--- config.mk ---
export PLATFORM = sky130hd
export DESIGN_NAME = npu_row_ctrl
export DESIGN_NICKNAME = d
export VERILOG_FILES = /design/src/rtl/npu_pkg.sv /design/src/rtl/npu_row_ctrl.sv
export SDC_FILE = /design/constraint.sdc
export NUM_CORES = 1
export LEC_CHECK = 0
export BUFFER_PORTS_ARGS = -buffer_cell sky130_fd_sc_hd__buf_2
export CORE_ASPECT_RATIO = 0.7
export CORE_MARGIN = 1
export CORE_UTILIZATION = 49
export DETAILED_ROUTE_END_ITERATION = 16
export PLACE_DENSITY_LB_ADDON = 0.25
export SLEW_MARGIN = 20
export SYNTH_ARGS = -nofsm -noshare
export SYNTH_HDL_FRONTEND = slang
export SYNTH_SLANG_ARGS = --single-unit
--- constraint.sdc ---
create_clock -name clk -period 1.9 [get_ports clk]
set_input_delay 0.19 -clock clk [delete_from_list [all_inputs] [get_ports clk]]
set_output_delay 0.19 -clock clk [all_outputs]
set_load 0.05 [all_outputs]
--- src/rtl/npu_pkg.sv ---
// Shared NPU definitions: row-controller state encoding, default image
// height and class width. Also imported by the AHB CSR decoder.
package npu_pkg;

  localparam int unsigned IMG_ROWS_DEFAULT = 28;
  localparam int unsigned ROW_W            = 6;
  localparam int unsigned CLASS_W          = 5;

  typedef enum logic [1:0] {
    IDLE,
    FILL,
    RUN,
    DONE
  } row_ctrl_state_t;

endpackage

--- src/rtl/npu_row_ctrl.sv ---
// npu_row_ctrl: tracks image rows written by the CSR path, starts the NPU
// core once enough rows are present, and latches the core's result.
//
// Ports:
//   clk                           rising-edge clock
//   resetn                        asynchronous active-low reset
//   write_row                     pulse: one image row written
//   npu_thrshld_num_rows_to_start rows required before core start
//   core_done / core_class        pulse + class from the core
//   core_row_req / core_row_ready row the core needs / row is present
//   npu_start                     one-cycle start pulse to the core
//   img_num_rows_written          rows written for the current image
//   npu_active                    core running
//   npu_done                      sticky done flag
//   npu_class_predicted           class latched at done
//   row_overflow_lat_r            sticky: row written beyond IMG_ROWS
module npu_row_ctrl
  import npu_pkg::*;
#(
  parameter int unsigned IMG_ROWS = IMG_ROWS_DEFAULT
) (
  input  logic               clk,
  input  logic               resetn,
  input  logic               write_row,
  input  logic [ROW_W-1:0]   npu_thrshld_num_rows_to_start,
  input  logic               core_done,
  input  logic [CLASS_W-1:0] core_class,
  input  logic [ROW_W-1:0]   core_row_req,
  output logic               core_row_ready,
  output logic               npu_start,
  output logic [ROW_W-1:0]   img_num_rows_written,
  output logic               npu_active,
  output logic               npu_done,
  output logic [CLASS_W-1:0] npu_class_predicted,
  output logic               row_overflow_lat_r
);

  localparam logic [ROW_W-1:0] ROWS_MAX = ROW_W'(IMG_ROWS);

  // Zero or an out-of-range threshold means "wait for the full image".
  function automatic logic [ROW_W-1:0] thr_clamp(input logic [ROW_W-1:0] thr);
    if (thr == '0 || thr > ROWS_MAX) return ROWS_MAX;
    else                             return thr;
  endfunction

  row_ctrl_state_t  state, state_n;
  logic [ROW_W-1:0] count;
  logic [ROW_W-1:0] thr_eff;
  logic             thr_met;

  assign thr_eff = thr_clamp(npu_thrshld_num_rows_to_start);
  // Only consulted in FILL, so threshold changes elsewhere are inert.
  assign thr_met = (state == FILL) && (count >= thr_eff);

  always_ff @(posedge clk or negedge resetn) begin
    if (!resetn) state <= IDLE;
    else         state <= state_n;
  end

  always_comb begin
    state_n = state;
    unique case (state)
      IDLE:    if (write_row) state_n = FILL;
      FILL:    if (thr_met)   state_n = RUN;
      RUN:     if (core_done) state_n = DONE;
      DONE:    if (write_row) state_n = FILL;
      default: state_n = IDLE;
    endcase
  end

  always_ff @(posedge clk or negedge resetn) begin
    if (!resetn) begin
      count               <= '0;
      npu_start           <= 1'b0;
      npu_done            <= 1'b0;
      npu_class_predicted <= '0;
      row_overflow_lat_r  <= 1'b0;
    end else begin
      // Leaving FILL on the same edge keeps the pulse one cycle wide.
      npu_start <= thr_met;
      if (write_row) begin
        if (state == IDLE || state == DONE) begin
          count              <= ROW_W'(1);
          npu_done           <= 1'b0;
          row_overflow_lat_r <= 1'b0;
        end else if (count < ROWS_MAX) begin
          count <= count + ROW_W'(1);
        end else begin
          row_overflow_lat_r <= 1'b1;
        end
      end
      if (state == RUN && core_done) begin
        npu_done            <= 1'b1;
        npu_class_predicted <= core_class;
      end
    end
  end

  always_comb begin
    core_row_ready = 1'b0;
    unique case (state)
      FILL, RUN: core_row_ready = (core_row_req < count);
      DONE:      core_row_ready = 1'b1;
      default:   core_row_ready = 1'b0;
    endcase
  end

  assign npu_active           = (state == RUN);
  assign img_num_rows_written = count;

endmodule

==> metrics.md <==
| Metric | Value |
|---|---|
| Main area contributors after synthesis | `dfrtp_1, ha_1, mux2_2, inv_1, nand2_1` |
| Seq/Total Area, Yosys | `36.8%` |
| Antenna violations before repair | `0` |
| Final setup skew | `0.000886 ns` |
| Worst Path Arrival | `approximately 1.9 ns` |
| Max Freq | `0.490 GHz` |
| Final antenna-violating net count | `0` |
| Post-Syn Area per Cell | `9.81 µm²` |
| Cell taking the most area after synthesis | `dfrtp_1` |
| Pwr dens | `around 1600 mW/mm²` |
| Failing checks | `setup timing` |
| Cts bufs inserted | `3` |
| Synthesized cell area | `between 0.001 and 0.0015 mm²` |
| RR Startpoint | `img_num_rows_written[2]$_DFFE_PN0P_` |
| Peak VDD IR | `0.00105 V` |
| DRC violations left | `0` |
| Vias | `1026` |
| Buffers added on ports | `36` |
| 1st-iter DRT viols | `44` |
| Total Routed Length | `2920 µm` |
| Static leakage | `0.817 nW` |
| Run status | `finished with violations` |
| NumNets Final | `~200` |
| Clock Latency Late Sink | `0.29 ns` |
| Crit end category | `output port` |
| RSZ-0062 raised after global routing | `true` |
| Worst hold path class | `primary input to register` |
| Clock slew at reported path FFs | `0.09 ns` |
| Syn nets | `149` |
| Share of layout cells above drive strength 1 | `47.9%` |
| Max-cap violations | `0` |
| Die area | `0.00242 mm²` |
| Initial Utilization | `between 50% and 60%` |
| H-tree depth | `1` |
| Initial DRT Pass Iterations | `4` |
| CTS tree | `done` |
| CP Class | `register to output port` |
| Netlist cell types | `33` |
| Diode count | `0` |
| CP Launch Type | `register` |
| Post-synth top flop | `dfrtp_1` |
| Mapped Cells | `approximately 110` |
| Routed wire per std cell | `14.9 µm` |
| First-pass GRT wire length | `4990 µm` |
| Design Power | `2.47 mW` |
| Largest net degree at the start of global routing | `17` |
| Final period utilization | `107%` |
| Overflow after GRT | `0` |
| Gpl congestion | `roughly 0.84` |
| Clock root buffer | `clkbuf_4` |
| Warning count from the yosys run | `0` |
| Post-synth ARST share | `100%` |
| Layout Area Growth over Synthesis | `45.7%` |
| Clock buffer depth | `2` |
| Die width | `58.3 µm` |
| CP Launch Point | `img_num_rows_written[1]$_DFFE_PN0P_` |
| Vias/cell | `5.26` |
| Top-area cell type share of the netlist area | `36.8%` |
| Final setup margin | `-0.142 ns` |
| Post-synth EDFFs | `0` |
| Clock sinks | `16` |
| Post-synthesis register bit count | `16` |
| GRT Overall Usage | `~28%` |
| Final setup viols | `3` |
| Final hold vios | `0` |
| Row Count | `13` |
| Hold WS | `about 0.13 ns` |
| DIE HEIGHT | `41.4 µm` |
| Worst-path fanout max | `2` |
| I/O pin count | `37` |
| Vias in the first global route | `1092` |
| Final Max Slew Viols | `0` |
| Hold path startpoint | `core_class[1]` |
| Minimum clock period | `2.04 ns` |
| Worst path required time | `around 1.7 ns` |
| Dpl hpwl | `2070 µm` |
| Area of the core | `slightly below 0.002 mm²` |
==> where the power goes <==
part,switching (mW),total [mW],internal (mW)
Clock,0.109,0.226,0.117
Combinational,1.04,1.67,0.635
Sequential,0.0961,0.567,0.471
==> cell families after synthesis <==
| group | after synthesis | synth area share (%) |
|---|---|---|
| multiplexers | 5 | 5.17 |
| XOR/XNOR | 2 | 1.61 |
| adder cells (fa/ha/maj) | 17 | 19.5 |
| AO/OA/AOI/OAI | 24 | 16.8 |
| AND/OR/NAND/NOR | 34 | 15.6 |
| flip-flops | 16 | 36.8 |
| other | 1 | 0.344 |
| buffers and inverters | 12 | 4.14 |
==> flip-flops by register name, summed over array words and instances (netlist names) <==
signal / count
img_num_rows_written: 6
npu_class_predicted: 5
state: 2
npu_done: 1
npu_start: 1
row_overflow_lat_r: 1
==> cells in the mapped netlist (2+ instances only) <==
library cell / count
nand2_1: 8
xnor2_1: 2
a21oi_1: 4
ha_1: 17
dfrtp_1: 16
and3_1: 3
o2111ai_1: 2
a21o_1: 3
o21ai_0: 4
inv_1: 11
nor3_1: 2
a31oi_1: 2
mux2_2: 5
nand2b_1: 3
nor2_1: 7
and2_1: 2
nand3_1: 4
==> worst max-delay path, stage by stage, from the launching register on <==
cell and delay [ns]:
dfrtp_2 0.42, inv_2 0.07, ha_4 0.19, a21o_1 0.18
a211o_1 0.30, a211oi_4 0.22, buf_6 0.18
==> final cells by class <==
class | count | area (µm²)
Tap cell | 30 | 37.5
Inverter | 11 | 41.3
Timing Repair Buffer | 51 | 312
Multi-Input combinational cell | 83 | 756
Fill cell | 138 | 382
Clock buffer | 4 | 36.3
Sequential cell | 16 | 404
==> metal layers <==
metal	up-vias	part of all wire, %	global-route usage [%]
li1	503	-	-
met5	-	0	0
met4	0	1.9	5.24
met3	6	3.1	6.54
met1	493	44	34.5
met2	24	51	48.7
==> repair_timing <==
action | in CTS | in global routing
endpoints found under the hold margin | 16 | 0
hold buffers | 1 | 0
pin swaps | 12 | 3
buffers inserted | 4 | 0
gates resized for setup | 14 | 3
setup endpoints to repair | 4 | 4
==> cells in the final DEF (no fill, tap or decap), drive strengths merged, types with 2 or more instances in the layout <==
master,synthesis,layout
buf,0,50
ha,17,17
dfrtp,16,16
inv,11,11
nand2,8,8
nor2,8,8
mux2,5,5
nand3,4,4
o21ai,4,4
a21oi,4,4
clkbuf,1,4
a21o,3,3
and3,3,3
nand2b,3,3
a31oi,3,3
and2,2,2
o2111ai,2,2
xnor2,2,2
nor3,2,2
==> metrics by stage <==
step	std cells	area, µm²	setup TNS [ns]	worst slack [ns]	utilization (%)
finish	195	1590	-0.346	-0.142	80.6
global route	195	1590	-0.610	-0.200	80.6
CTS	195	1570	-0.225	-0.181	79.8
detailed placement	186	1410	-1.23	-0.474	71.5
global placement	186	1410	-0.918	-0.324	71.5
floorplan	111	1120	-0.517	-0.154	-
==> path summary, 6_finish.rpt <==
kind                                                       end  slack, ns  cells past startpoint
max                                             core_row_ready      -0.14                      6
min                         npu_class_predicted[1]$_DFFE_PN0P_       0.13                      2
max reg2reg                               state[0]$_DFFE_PN0P_       0.12                      6
min reg2reg                               npu_done$_DFFE_PN0P_       0.50                      2
max in group asynchronous  img_num_rows_written[1]$_DFFE_PN0P_       1.23                      2
min in group asynchronous                  npu_start$_DFF_PN0_       0.37                      2
Note: power is estimated with default switching activity, not from simulation.
